$ cat src/rtl/vpu_pkg.sv
// Shared widths, opcode and state encodings, and the command record for the
// VPU source-side issuer.
package vpu_pkg;

  localparam int DATA_W = 256;
  localparam int ADDR_W = 10;
  localparam int LEN_W  = 8;
  localparam int OP_W   = 5;

  typedef enum logic [OP_W-1:0] {
    OP_ADD = 5'd0,
    OP_SUB = 5'd1,
    OP_MUL = 5'd2,
    OP_MAC = 5'd3,
    OP_MAX = 5'd4,
    OP_MIN = 5'd5
  } vpu_op_e;

  typedef enum logic [2:0] {
    ST_IDLE  = 3'd0,
    ST_FETCH = 3'd1,
    ST_WAIT  = 3'd2,
    ST_SEND  = 3'd3,
    ST_DONE  = 3'd4
  } issuer_state_e;

  typedef struct packed {
    logic [OP_W-1:0]   opcode;
    logic [1:0]        num_src;
    logic [ADDR_W-1:0] src0_addr;
    logic [ADDR_W-1:0] src1_addr;
    logic [ADDR_W-1:0] src2_addr;
    logic [ADDR_W-1:0] dst_addr;
    logic [LEN_W-1:0]  len;
  } cmd_t;

  // An operand count of zero is treated as a single operand.
  function automatic logic [1:0] eff_num_src(input logic [1:0] n);
    return (n == 2'd0) ? 2'd1 : n;
  endfunction

endpackage

$ cat src/rtl/vpu_src_addr_gen.sv
// Row / operand-index counters and the derived SRAM read and destination
// addresses. Address sums wrap silently at the address width.
module vpu_src_addr_gen
  import vpu_pkg::*;
(
  input  logic              clk,
  input  logic              rst_n,
  input  logic              clear_i,
  input  logic              k_inc_i,
  input  logic              row_inc_i,
  input  logic [ADDR_W-1:0] src0_base_i,
  input  logic [ADDR_W-1:0] src1_base_i,
  input  logic [ADDR_W-1:0] src2_base_i,
  input  logic [ADDR_W-1:0] dst_base_i,
  output logic [1:0]        k_o,
  output logic [LEN_W-1:0]  row_o,
  output logic [ADDR_W-1:0] rd_addr_o,
  output logic [ADDR_W-1:0] dst_addr_o
);

  logic [1:0]        k_q, k_d;
  logic [LEN_W-1:0]  row_q, row_d;
  logic [ADDR_W-1:0] base;

  // Next counter values: a new command clears both, a new row restarts k.
  always_comb begin
    k_d   = k_q;
    row_d = row_q;
    if (clear_i) begin
      k_d   = 2'd0;
      row_d = '0;
    end else if (row_inc_i) begin
      k_d   = 2'd0;
      row_d = row_q + LEN_W'(1);
    end else if (k_inc_i) begin
      k_d   = k_q + 2'd1;
    end
  end

  // Counter registers.
  always_ff @(posedge clk or negedge rst_n) begin
    if (!rst_n) begin
      k_q   <= 2'd0;
      row_q <= '0;
    end else begin
      k_q   <= k_d;
      row_q <= row_d;
    end
  end

  // Select the operand base for the read currently being issued.
  always_comb begin
    case (k_q)
      2'd1:    base = src1_base_i;
      2'd2:    base = src2_base_i;
      default: base = src0_base_i;
    endcase
  end

  assign k_o        = k_q;
  assign row_o      = row_q;
  assign rd_addr_o  = base + ADDR_W'(row_q);
  assign dst_addr_o = dst_base_i + ADDR_W'(row_q);

endmodule

$ cat src/rtl/vpu_src_issuer.sv
// VPU source-port issuer: latches a command, reads up to three operand rows
// per element-row from the operand SRAM, and presents each row as one
// valid/ready beat. A single-cycle done pulse follows the last accepted row.
//
// state    | meaning
// ---------+-----------------------------------------------------------
// ST_IDLE  | ready for a command
// ST_FETCH | one SRAM read per cycle, operand k of the current row
// ST_WAIT  | last read data returning, captured at the end of this cycle
// ST_SEND  | beat presented, held until src_ready
// ST_DONE  | done pulse, then back to idle
module vpu_src_issuer
  import vpu_pkg::*;
(
  input  logic              clk,
  input  logic              rst_n,
  input  logic              cmd_valid_i,
  output logic              cmd_ready_o,
  input  logic [OP_W-1:0]   cmd_opcode_i,
  input  logic [1:0]        cmd_num_src_i,
  input  logic [ADDR_W-1:0] cmd_src0_addr_i,
  input  logic [ADDR_W-1:0] cmd_src1_addr_i,
  input  logic [ADDR_W-1:0] cmd_src2_addr_i,
  input  logic [ADDR_W-1:0] cmd_dst_addr_i,
  input  logic [LEN_W-1:0]  cmd_len_i,
  output logic              sram_rd_en_o,
  output logic [ADDR_W-1:0] sram_rd_addr_o,
  input  logic [DATA_W-1:0] sram_rd_data_i,
  output logic              src_valid_o,
  input  logic              src_ready_i,
  output logic [OP_W-1:0]   src_opcode_o,
  output logic [DATA_W-1:0] src_data0_o,
  output logic [DATA_W-1:0] src_data1_o,
  output logic [DATA_W-1:0] src_data2_o,
  output logic [ADDR_W-1:0] src_dst_addr_o,
  output logic              src_last_o,
  output logic              busy_o,
  output logic              done_o
);

  issuer_state_e     state_q, state_d;
  cmd_t              cmd_q;
  logic [DATA_W-1:0] opnd0_q, opnd1_q, opnd2_q;
  logic              cap_en_q;
  logic [1:0]        cap_idx_q;
  logic [1:0]        k;
  logic [LEN_W-1:0]  row;
  logic              accept, handshake, last_row, fetch_last;

  assign accept     = cmd_valid_i & cmd_ready_o;
  assign handshake  = src_valid_o & src_ready_i;
  assign last_row   = (row == cmd_q.len - LEN_W'(1));
  assign fetch_last = (k == cmd_q.num_src - 2'd1);

  vpu_src_addr_gen u_addr_gen (
    .clk         (clk),
    .rst_n       (rst_n),
    .clear_i     (accept),
    .k_inc_i     (state_q == ST_FETCH),
    .row_inc_i   (handshake & ~last_row),
    .src0_base_i (cmd_q.src0_addr),
    .src1_base_i (cmd_q.src1_addr),
    .src2_base_i (cmd_q.src2_addr),
    .dst_base_i  (cmd_q.dst_addr),
    .k_o         (k),
    .row_o       (row),
    .rd_addr_o   (sram_rd_addr_o),
    .dst_addr_o  (src_dst_addr_o)
  );

  // Latch the command on accept; the operand count is normalised here.
  always_ff @(posedge clk or negedge rst_n) begin
    if (!rst_n) begin
      cmd_q <= '0;
    end else if (accept) begin
      cmd_q <= '{opcode:    cmd_opcode_i,
                 num_src:   eff_num_src(cmd_num_src_i),
                 src0_addr: cmd_src0_addr_i,
                 src1_addr: cmd_src1_addr_i,
                 src2_addr: cmd_src2_addr_i,
                 dst_addr:  cmd_dst_addr_i,
                 len:       cmd_len_i};
    end
  end

  // SRAM data arrives one cycle after the strobe; remember which operand
  // it belongs to and store it on the following edge.
  always_ff @(posedge clk or negedge rst_n) begin
    if (!rst_n) begin
      cap_en_q  <= 1'b0;
      cap_idx_q <= 2'd0;
      opnd0_q   <= '0;
      opnd1_q   <= '0;
      opnd2_q   <= '0;
    end else begin
      cap_en_q  <= sram_rd_en_o;
      cap_idx_q <= k;
      if (cap_en_q) begin
        case (cap_idx_q)
          2'd0:    opnd0_q <= sram_rd_data_i;
          2'd1:    opnd1_q <= sram_rd_data_i;
          default: opnd2_q <= sram_rd_data_i;
        endcase
      end
    end
  end

  // Sequencing state register.
  always_ff @(posedge clk or negedge rst_n) begin
    if (!rst_n) state_q <= ST_IDLE;
    else        state_q <= state_d;
  end

  // Next-state logic.
  always_comb begin
    state_d = state_q;
    case (state_q)
      ST_IDLE:  if (accept) state_d = (cmd_len_i == '0) ? ST_DONE : ST_FETCH;
      ST_FETCH: if (fetch_last) state_d = ST_WAIT;
      ST_WAIT:  state_d = ST_SEND;
      ST_SEND:  if (handshake) state_d = last_row ? ST_DONE : ST_FETCH;
      ST_DONE:  state_d = ST_IDLE;
      default:  state_d = ST_IDLE;
    endcase
  end

  assign cmd_ready_o  = (state_q == ST_IDLE);
  assign busy_o       = (state_q != ST_IDLE);
  assign sram_rd_en_o = (state_q == ST_FETCH);
  assign src_valid_o  = (state_q == ST_SEND);
  assign done_o       = (state_q == ST_DONE);
  assign src_last_o   = (state_q == ST_SEND) & last_row;
  assign src_opcode_o = cmd_q.opcode;
  assign src_data0_o  = opnd0_q;
  assign src_data1_o  = (cmd_q.num_src >= 2'd2) ? opnd1_q : '0;
  assign src_data2_o  = (cmd_q.num_src == 2'd3) ? opnd2_q : '0;

endmodule

$ cat config.mk
export PLATFORM = sky130hd
export DESIGN_NAME = vpu_src_issuer
export DESIGN_NICKNAME = d
export VERILOG_FILES = /design/src/rtl/vpu_pkg.sv /design/src/rtl/vpu_src_addr_gen.sv /design/src/rtl/vpu_src_issuer.sv
export SDC_FILE = /design/constraint.sdc
export NUM_CORES = 1
export LEC_CHECK = 0
export ABC_AREA = 0
export CORE_AREA = 8 8 427 429
export CTS_CLUSTER_SIZE = 20
export DETAILED_ROUTE_END_ITERATION = 8
export DIE_AREA = 0 0 435 437
export PLACE_DENSITY = 0.54
export SYNTH_ARGS = -nofsm -noshare
export SYNTH_HDL_FRONTEND = slang
export SYNTH_SLANG_ARGS = --single-unit
$ cat constraint.sdc
create_clock -name clk -period 5.37 [get_ports clk]
set_clock_uncertainty 0.2 [all_clocks]
set_input_delay 1.611 -clock clk [delete_from_list [all_inputs] [get_ports clk]]
set_output_delay 1.611 -clock clk [all_outputs]
set_load 0.02 [all_outputs]
Word-level counts from Yosys, hierarchy flattened
Index checks and enable logic that the tools add are counted.
{ "totals": {"ff_bits": 839, "in_bits": 315, "word_cells": 68} }
{ "classes": {"add_sub_neg": 6, "n_lt_le_gt_ge": 1, "n_eq_ne": 13, "mux": 15, "bitwise": 6, "reduce_logical": 12} }
{ "op_table": {"columns": ["op", "count"], "rows": [
  ["$mux 256", 2],
  ["$add 10x8->10", 2],
  ["$pmux 10 s2", 1],
  ["$mux 8", 2],
  ["$mux 3", 5],
  ["$pmux 3 s4", 1],
  ["$add 8x1->8 const B", 1],
  ["$eq 8x8->1", 1],
  ["$logic_not 8->1", 1],
  ["$mux 2", 4],
  ["$sub 8x1->8 const B", 1],
  ["$eq 3x2->1 const B", 2],
  ["$ne 2x1->1 const B", 3],
  ["$reduce_and 2->1", 3],
  ["$reduce_bool 3->1", 2],
  ["$and 1x1->1", 4],
  ["$eq 2x1->1 const B", 2],
  ["$eq 2x2->1 const B", 2],
  ["$logic_not 2->1", 2],
  ["$eq 3x1->1 const B", 1],
  ["$eq 3x3->1 const B", 1],
  ["$logic_not 3->1", 1],
  ["$reduce_and 3->1", 1],
  ["$add 2x1->2 const B", 1],
  ["6 further kinds", 7]
]} }

Logic depth before layout (Yosys ltp)
Gate-level depths: netlist (run 1).
{ "depth": {"word_depth": 6, "mapped_depth": 14} }

Cells and area by module
Synthesis (run 1) repeated with hierarchy kept, for this count alone.
{ "hier_totals": {"hier_cells": 2564, "area_unflattened_um2": 35705.5} }
{ "by_module_without_submodules": {"columns": ["module", "n_inst", "cells_each", "area_each_um2", "seq_area_each_um2"], "rows": [
  ["vpu_src_issuer", 1, 2393, 34305.4, 20744.9],
  ["vpu_src_addr_gen", 1, 171, 1400.1, 250.2]
]} }

Worst setup path before layout (run 1)
OpenSTA, ideal clock, no wires.
{ "synth_path": {"path_type": "register to output", "startpoint": "register u_addr_gen.k_q[0] (netlist: u_addr_gen.k_o[0])", "endpoint": "output sram_rd_addr_o[8]", "t_arrival_ps": 3184, "required_time_ps": 3559, "setup_slack_ps": 375, "stages_incl_launch_ff": 15, "n_path_buf": 2, "path_cell_list": "dfrtp_1 > inv_1 > ha_1 > clkbuf_1 > clkbuf_1 > nand2_1 > o21ai_0 > ha_1 > fa_1 > a21o_1 > a21oi_1 > nor2b_1 > o21a_1 > o41ai_1 > xor2_1"} }
{ "synth_between": {"elab_chain_len": 3} }
{ "synth_lines": {"columns": ["element", "line_no", "text"], "rows": [
  ["start, declared", "vpu_src_addr_gen.sv:21", "logic [1:0] k_q, k_d;"],
  ["start signal, assigned", "vpu_src_addr_gen.sv:46", "k_q <= k_d;"],
  ["$eq 2x2->1 / $eq 2x1->1 (equally long branches)", "vpu_src_addr_gen.sv:53", "case (k_q)"],
  ["$pmux 10 s2 (*)", "vpu_src_addr_gen.sv:53", null],
  ["$add 10x8->10 (*)", "vpu_src_addr_gen.sv:62", "assign rd_addr_o = base + ADDR_W'(row_q);"],
  ["end, declared", "vpu_src_issuer.sv:27", "output logic [ADDR_W-1:0] sram_rd_addr_o,"]
]} }
Every way passes the cells marked *; elsewhere a longest branch is shown, timed or not.

Final worst setup path (run 1)
Ends and elaborated chain as after synthesis.

==> flow_metrics.py, run 1 <==
metrics = {
    "sta": {
        "rsz0062_at_grt": "yes",
        "min_period_ps": 5300,
        "period_share_pct": 98.8,
        "finalSetupViolCount": 0,
        "fmax_mhz": 189,
        "setup_tns_ps": 0,
        "timing_hold_violations_final": 0,
        "tightest_slew_ps": 1220,
        "setup_ws_ps": 65.7,
        "slew_headroom_pct": 18.7,
        "drv_slew": 0,
    },
    "setup_path": {
        "crit_arrival_ps": 3490,
        "worst-path-max-fanout": 4,
        "timing.rr.end": "src_data0_o[225]$_DFFE_PN0P_",
        "r2r_cells": 4,
        "startpoint_type": "flop",
        "crit_path_top_delay_cell": "dfrtp_2",
        "startpoint": "u_addr_gen.k_o[0]$_DFFE_PN0P_",
        "max_stage_delay_ps": 390,
        "end_kind": "output port",
        "required_ps": 3560,
        "reg2reg_from": "cap_idx_q[1]$_DFF_PN0_",
        "r2r_slack_ps": 2480,
        "crit_type": "flop to output port",
        "crit_chain": "inv_1 -> ha_4 -> a22oi_2 -> o21ai_2 -> ha_2 -> fa_2 -> a21o_1 -> a21oi_2 -> nor2b_1 -> o21a_1 -> o41ai_2 -> xor2_1 -> clkbuf_16",
    },
    "cells_and_area": {
        "drive_gt1_share_pct": 26.5,
        "final_nets": 4135,
        "syn2layout_area_growth_pct": 49.3,
        "fillerInstances": 17963,
        "fin_cells": 6230,
    },
    "synth": {
        "synthesis.area_um2": 35800,
        "synth_xor_area_share_pct": 0.731,
        "synthArstFlopShare_pct": 100,
        "avgSynthCellArea_um2": 13.4,
        "synth_seq_cells": 839,
        "syn-num-nets": 3019,
        "yosysWarnings": 0,
        "synthCells": 2680,
        "synthMuxAreaShare_pct": 24.3,
        "synth_top_family_by_area": "multiplexers",
        "synth_edf_count": 0,
        "synthSimpleGateAreaFrac_pct": 11.9,
        "yosysSeqAreaShare_pct": 58.7,
        "synth_cell_types": 50,
        "synth_compound_area_share_pct": 1.57,
        "synthAdderAreaFrac_pct": 0.881,
        "synthFlopType": "dfrtp_1",
    },
    "cts": {
        "cts_tree": "built",
        "cts-root-buf": "clkbuf_16",
        "postCtsHoldBufs": 0,
        "clk_latency_ps": 690,
        "clock_sinks": 839,
        "h-tree-depth": 3,
        "cts.path.max_buffers": 3,
        "numCtsBuffers": 101,
        "clk_pin_slew_ps": 50,
    },
    "min_path": {
        "hp-class": "flop to flop",
        "worstHoldEndpoint": "cmd_q[20]$_DFFE_PN0P_",
        "min-delay-start": "cmd_q[20]$_DFFE_PN0P_",
        "whs_path_depth": 2,
    },
    "floorplanning": {
        "initial_core_util_pct": 20.4,
        "die_y_um": 437,
        "io_pins": 1114,
        "dieArea_um2": 190000,
        "placementRows": 154,
        "die_x_um": 435,
        "core_region_area_um2": 175000,
    },
    "routing": {
        "viasPerCell": 4.16,
        "drt_wl_total_um": 165000,
        "vias": 25889,
        "drc_errors": 0,
        "wire_per_inst_um": 26.4,
        "dr.pass1.iters": 5,
        "first_iter_violations": 1405,
        "ant_nets": 0,
    },
    "power": {
        "p_total_mw": 37.5,
        "p_per_area_nw_per_um2": 702,
        "switchingPower_mw": 14.6,
        "comb_power_share_pct": 50.9,
        "ir_drop_mv": 0.326,
        "switching_share_pct": 38.9,
        "seq_power_share_pct": 30.8,
        "p_clk_share_pct": 18.3,
        "internal-power_mw": 22.9,
        "p_leak_nw": 21.7,
    },
    "grt": {
        "overflow": 0,
        "antenna_found_initial": 45,
        "grt_pass1_wl_um": 226000,
        "grt_use_total_pct": 16.6,
        "grt_max_degree": 119,
        "first_global_vias": 26826,
    },
    "placement": {
        "dpl_worst_slack_ps": 166,
        "port_buffers": 1113,
        "hpwl_um": 127000,
        "place_congestion": 0.904,
        "place_inst": 6023,
    },
    "job": {
        "cap_violations": 0,
    },
    "status": {
        "status": "complete, no violations",
    },
}
==> per-layer routing <==
layer / wire length [um] / part of all wire, % / track usage, % / vias to the layer above
met1: 64700 / 39 / 19.7 / 13495
met4: 4520 / 2.7 / 4.57 / 8
li1: - / - / - / 11328
met5: 48 / 0.029 / 0 / -
met3: 11500 / 7.0 / 4.65 / 212
met2: 83900 / 51 / 29.2 / 846
==> final cells by class <==
cell class	count	area, um2	share of cell area [%]
clock buffer	158	3080	5.76
multi-input combinational	1667	14200	26.6
sequential	839	21000	39.3
timing repair buffer	1175	11900	22.2
inverter	12	45.0	0.0843
tap	2340	2930	5.48
clock inverter	22	221	0.415
antenna	17	42.5	0.0796
==> flip-flops by register name (all words and copies together), names as in the netlist <==
name,count
src_opcode_o,5
cmd_q,50
src_data0_o,256
cap_en_q,1
u_addr_gen.k_o,2
cap_idx_q,2
opnd2_q,256
state_q,3
opnd1_q,256
u_addr_gen.row_o,8
==> metrics by stage <==
step / utilization (%) / hold WS [ps] / instance area (um2)
after floorplan: - / 229 / 35800
after global placement: 28.4 / 257 / 49900
after detailed placement: 28.4 / 265 / 49900
after CTS: 30.4 / 281 / 53300
after global routing: 30.4 / 300 / 53400
final: 30.5 / 275 / 53400
==> cell usage in the layout (no fill, tap or decap), types with 16 or more instances in the layout <==
cell | synthesis | layout
clkdlybuf4s50_1 | 0 | 1102
clkbuf_16 | 0 | 106
and2_1 | 257 | 257
clkbuf_1 | 128 | 28
nor2b_1 | 261 | 261
o21ai_0 | 21 | 19
ha_1 | 22 | 18
clkbuf_8 | 0 | 25
nand2_1 | 185 | 183
diode_2 | 0 | 17
xnor2_1 | 18 | 16
buf_12 | 0 | 20
dfrtp_1 | 839 | 835
buf_4 | 5 | 45
mux2_2 | 768 | 768
==> cells by family (layout without fill, tap and decap cells) <==
logic type                 Yosys count  in the layout
AOI/OAI and AO/OA                   81             81
DFF                                839            839
adders and majority gates           24             24
and+or+nand+nor                    760            760
xor gates and xnor gates            29             29
other                                0             17
muxes                              773            773
buffers and inverters              174           1367
==> worst max-delay path by stage <==
stage | depth (start not counted) | to
5_1_grt | 13 | sram_rd_addr_o[8]
3_5_place_dp | 13 | sram_rd_addr_o[8]
3_3_place_gp | 13 | sram_rd_addr_o[8]
6_report | 13 | sram_rd_addr_o[8]
2_1_floorplan | 14 | sram_rd_addr_o[8]
4_1_cts | 13 | sram_rd_addr_o[8]
==> synthesized netlist by cell type (3+ instances only) <==
library cell,n,area (um2)
or2_2,3,18.8
inv_1,12,45.0
xnor2_1,18,158
o211ai_1,7,52.6
nand3_1,7,35.0
buf_4,5,37.5
nor3_1,11,55.1
clkbuf_1,128,480
nand2_1,185,694
nand2b_1,4,25.0
o21ai_0,21,105
nor2_1,17,63.8
a21o_1,4,30.0
dfrtp_1,839,21000
and3_1,4,25.0
a22oi_1,10,75.1
o21a_1,4,30.0
mux2i_1,5,50.1
a21oi_1,16,80.1
nor2b_1,261,1630
buf_2,27,135
ha_1,22,275
and2_1,257,1610
nor3b_1,4,30.0
mux2_2,768,8650
xor2_1,10,87.6
==> timing repair <==
action | in CTS | in global routing
pin swaps | 8 | 8
gates cloned | 0 | 0
setup buffers | 8 | 2
resized for setup | 17 | 16
setup endpoints to repair | 9 | 8
==> power groups by stage <==
stage | Combinational (mW) | Sequential, mW | Clock (mW)
4_1_cts | 19.4 | 11.5 | 7.12
2_1_floorplan | 8.98 | 12.0 | 0
3_5_place_dp | 19.2 | 11.6 | 0
6_report | 19.1 | 11.5 | 6.87
5_1_grt | 20.1 | 12.0 | 7.34
3_3_place_gp | 19.1 | 11.5 | 0
==> worst max-delay path, delay by kind of cell (launching register included) <==
kind / cells / cell delay (ps)
compound gates: 6 / 1090
xor+xnor: 1 / 260
fa+ha+maj: 3 / 710
buf+inv: 2 / 280
flops: 1 / 390
simple gates: 1 / 80
No activity file was read; power rests on OpenSTA's default activity.
==> run 2, diff against run 1 <==
--- a/config.mk
+++ b/config.mk
@@ -6,10 +6,10 @@
 export NUM_CORES = 1
 export LEC_CHECK = 0
 export ABC_AREA = 0
-export CORE_AREA = 8 8 427 429
+export CORE_AREA = 8 8 433 435
 export CTS_CLUSTER_SIZE = 20
 export DETAILED_ROUTE_END_ITERATION = 8
-export DIE_AREA = 0 0 435 437
+export DIE_AREA = 0 0 441 443
 export PLACE_DENSITY = 0.54
 export SYNTH_ARGS = -nofsm -noshare
 export SYNTH_HDL_FRONTEND = slang
==> constraint.sdc (replaced) <==
create_clock -name clk -period 4.3 [get_ports clk]
set_clock_uncertainty 0.2 [all_clocks]
set_input_delay 1.29 -clock clk [delete_from_list [all_inputs] [get_ports clk]]
set_output_delay 1.29 -clock clk [all_outputs]
set_load 0.02 [all_outputs]
==> flow_metrics.py, run 2 (same netlist as run 1, synthesis figures left out) <==
metrics = {
    "status": {
        "status": "complete, but fails checks",
        "violations": "setup timing",
    },
    "setup_path": {
        "end_kind": "output port",
        "critPathTopFamily": "compound AO/OA/AOI/OAI gates",
        "worst-path-max-fanout": 9,
        "critical_path.most_common_cell": "buf_4",
        "startpoint_type": "flop",
        "path_buf_inv": 5,
        "crit_type": "flop to output port",
        "max_stage_delay_ps": 400,
        "crit_arrival_ps": 3470,
        "crit_path_top_delay_cell": "dfrtp_1",
        "required_ps": 2810,
        "crit_chain": "inv_2 -> ha_4 -> buf_4 -> a22oi_2 -> o21ai_2 -> fa_2 -> a21o_1 -> a21oi_2 -> nor2b_1 -> o21a_1 -> buf_6 -> o41ai_4 -> xor2_1 -> buf_4 -> buf_12",
    },
    "cells_and_area": {
        "drive_gt1_share_pct": 29.1,
        "most-common-layout-cells": "dfrtp_1 (838), mux2_2 (768), clkdlybuf4s50_1 (699), dlygate4sd2_1 (302), nor2b_1 (259)",
        "final_core_util_pct": 30.1,
        "fin_cells": 6326,
        "final_common_cell": "dfrtp_1",
        "final_nets": 4194,
        "syn2layout_area_growth_pct": 51.4,
    },
    "routing": {
        "vias": 26165,
        "first_iter_violations": 1381,
        "drc_errors": 0,
        "dr.pass1.iters": 5,
        "drt_wl_total_um": 169000,
        "viasPerCell": 4.14,
        "wire_per_inst_um": 26.7,
        "ant_nets": 0,
    },
    "sta": {
        "holdWs_ps": 282,
        "fmax_mhz": 201,
        "tightest_slew_ps": 1050,
        "period_share_pct": 115,
        "setup_ws_ps": -664,
        "rsz0062_at_grt": "yes",
        "timing_hold_violations_final": 0,
        "slew_headroom_pct": 29.8,
        "finalSetupViolCount": 7,
        "min_period_ps": 4960,
        "drv_slew": 0,
    },
    "grt": {
        "grt_max_degree": 123,
        "first_global_vias": 27387,
        "grt_pass1_wl_um": 230000,
        "overflow": 0,
        "grt_use_total_pct": 16.6,
        "antenna_found_initial": 45,
    },
    "power": {
        "ir_drop_mv": 0.501,
        "p_leak_nw": 24.5,
        "p_per_area_nw_per_um2": 860,
    },
    "placement": {
        "place_inst": 6101,
        "port_buffers": 1113,
        "place_congestion": 0.868,
        "hpwl_um": 130000,
    },
    "cts": {
        "numCtsBuffers": 99,
        "clk_pin_slew_ps": 50,
        "cts_tree": "built",
        "cts-root-buf": "clkbuf_16",
        "cts.path.max_buffers": 3,
        "h-tree-depth": 3,
        "postCtsHoldBufs": 0,
        "clock_sinks": 839,
        "clk_latency_ps": 710,
    },
    "job": {
        "cap_violations": 0,
    },
    "floorplanning": {
        "placementRows": 156,
        "core_region_area_um2": 180000,
        "dieArea_um2": 195000,
        "initial_core_util_pct": 19.9,
        "die_y_um": 443,
        "die_x_um": 441,
        "io_pins": 1114,
    },
    "min_path": {
        "hp-class": "flop to flop",
    },
}
-- run 2: cell count changes in the layout (fill, tap and decap cells not counted), sizes merged --
| cell | previous run | this run |
|---|---|---|
| clkdlybuf4s50 | 1102 | 699 |
| clkbuf | 159 | 158 |
| dlymetal6s2s | 3 | 77 |
| diode | 17 | 19 |
| bufbuf | 0 | 5 |
| inv | 15 | 18 |
| dlygate4sd2 | 1 | 302 |
| buf | 68 | 153 |
-- run 2: final cells by class --
| cell class | instances | area [um2] |
|---|---|---|
| clock inverter | 25 | 273 |
| tap | 2370 | 2970 |
| timing repair buffer | 1236 | 12500 |
| inverter | 12 | 45.0 |
| sequential | 839 | 21000 |
| multi-input combinational | 1667 | 14400 |
| clock buffer | 158 | 2940 |
| fill | 18506 | 126000 |
| antenna | 19 | 47.5 |
-- run 2: tightest hold or removal path, stage by stage (launching register included) --
cell and delay, ps:
dfrtp_1 350, nand2_1 50, nand2_1 50
-- run 2: worst paths after layout --
kind	from	end	slack, ps	cells after the start
setup / recovery	u_addr_gen.k_o[0]$_DFFE_PN0P_	sram_rd_addr_o[8]	-660	15
hold / removal	cmd_q[38]$_DFFE_PN0P_	cmd_q[38]$_DFFE_PN0P_	280	2
setup reg to reg	state_q[1]$_DFFE_PN0P_	cmd_q[39]$_DFFE_PN0P_	1660	6
hold reg to reg	cmd_q[38]$_DFFE_PN0P_	cmd_q[38]$_DFFE_PN0P_	280	2
max in group asynchronous	rst_n	opnd1_q[215]$_DFFE_PN0P_	2390	3
min in group asynchronous	rst_n	opnd2_q[177]$_DFFE_PN0P_	370	1
-- run 2: layer usage --
metal | routed length [um] | part of all wire, % | global-route usage [%] | up-vias
met3 | 12700 | 7.5 | 5.23 | 201
met2 | 85700 | 51 | 29.2 | 816
met1 | 66000 | 39 | 19.1 | 13680
li1 | - | - | - | 11466
met5 | 16 | 0.0095 | 0 | -
met4 | 4320 | 2.6 | 4.71 | 2
-- run 2: through the flow --
step	power [mW]	setup WS (ps)	setup TNS, ps	instance area [um2]
after floorplan	26.3	-89.7	-89.7	35800
after global placement	38.6	-267	-945	50400
after detailed placement	38.8	-281	-973	50400
after CTS	47.3	-836	-3630	53800
after global routing	49.1	-927	-4090	54200
final	46.6	-664	-2420	54200
-- run 2: repair_timing --
action / CTS / global route
endpoints found under the setup margin: 326 / 116
setup buffers: 21 / 5
pin swaps: 24 / 16
gates resized for setup: 418 / 106
cloned: 6 / 0
-- run 2: power breakdown --
part,leakage [nW],internal (mW),switching [mW],total [mW]
logic,13.1,11.4,12.7,24.1
registers,9.89,11.9,2.17,14.1
clock network,1.57,4.82,3.55,8.37
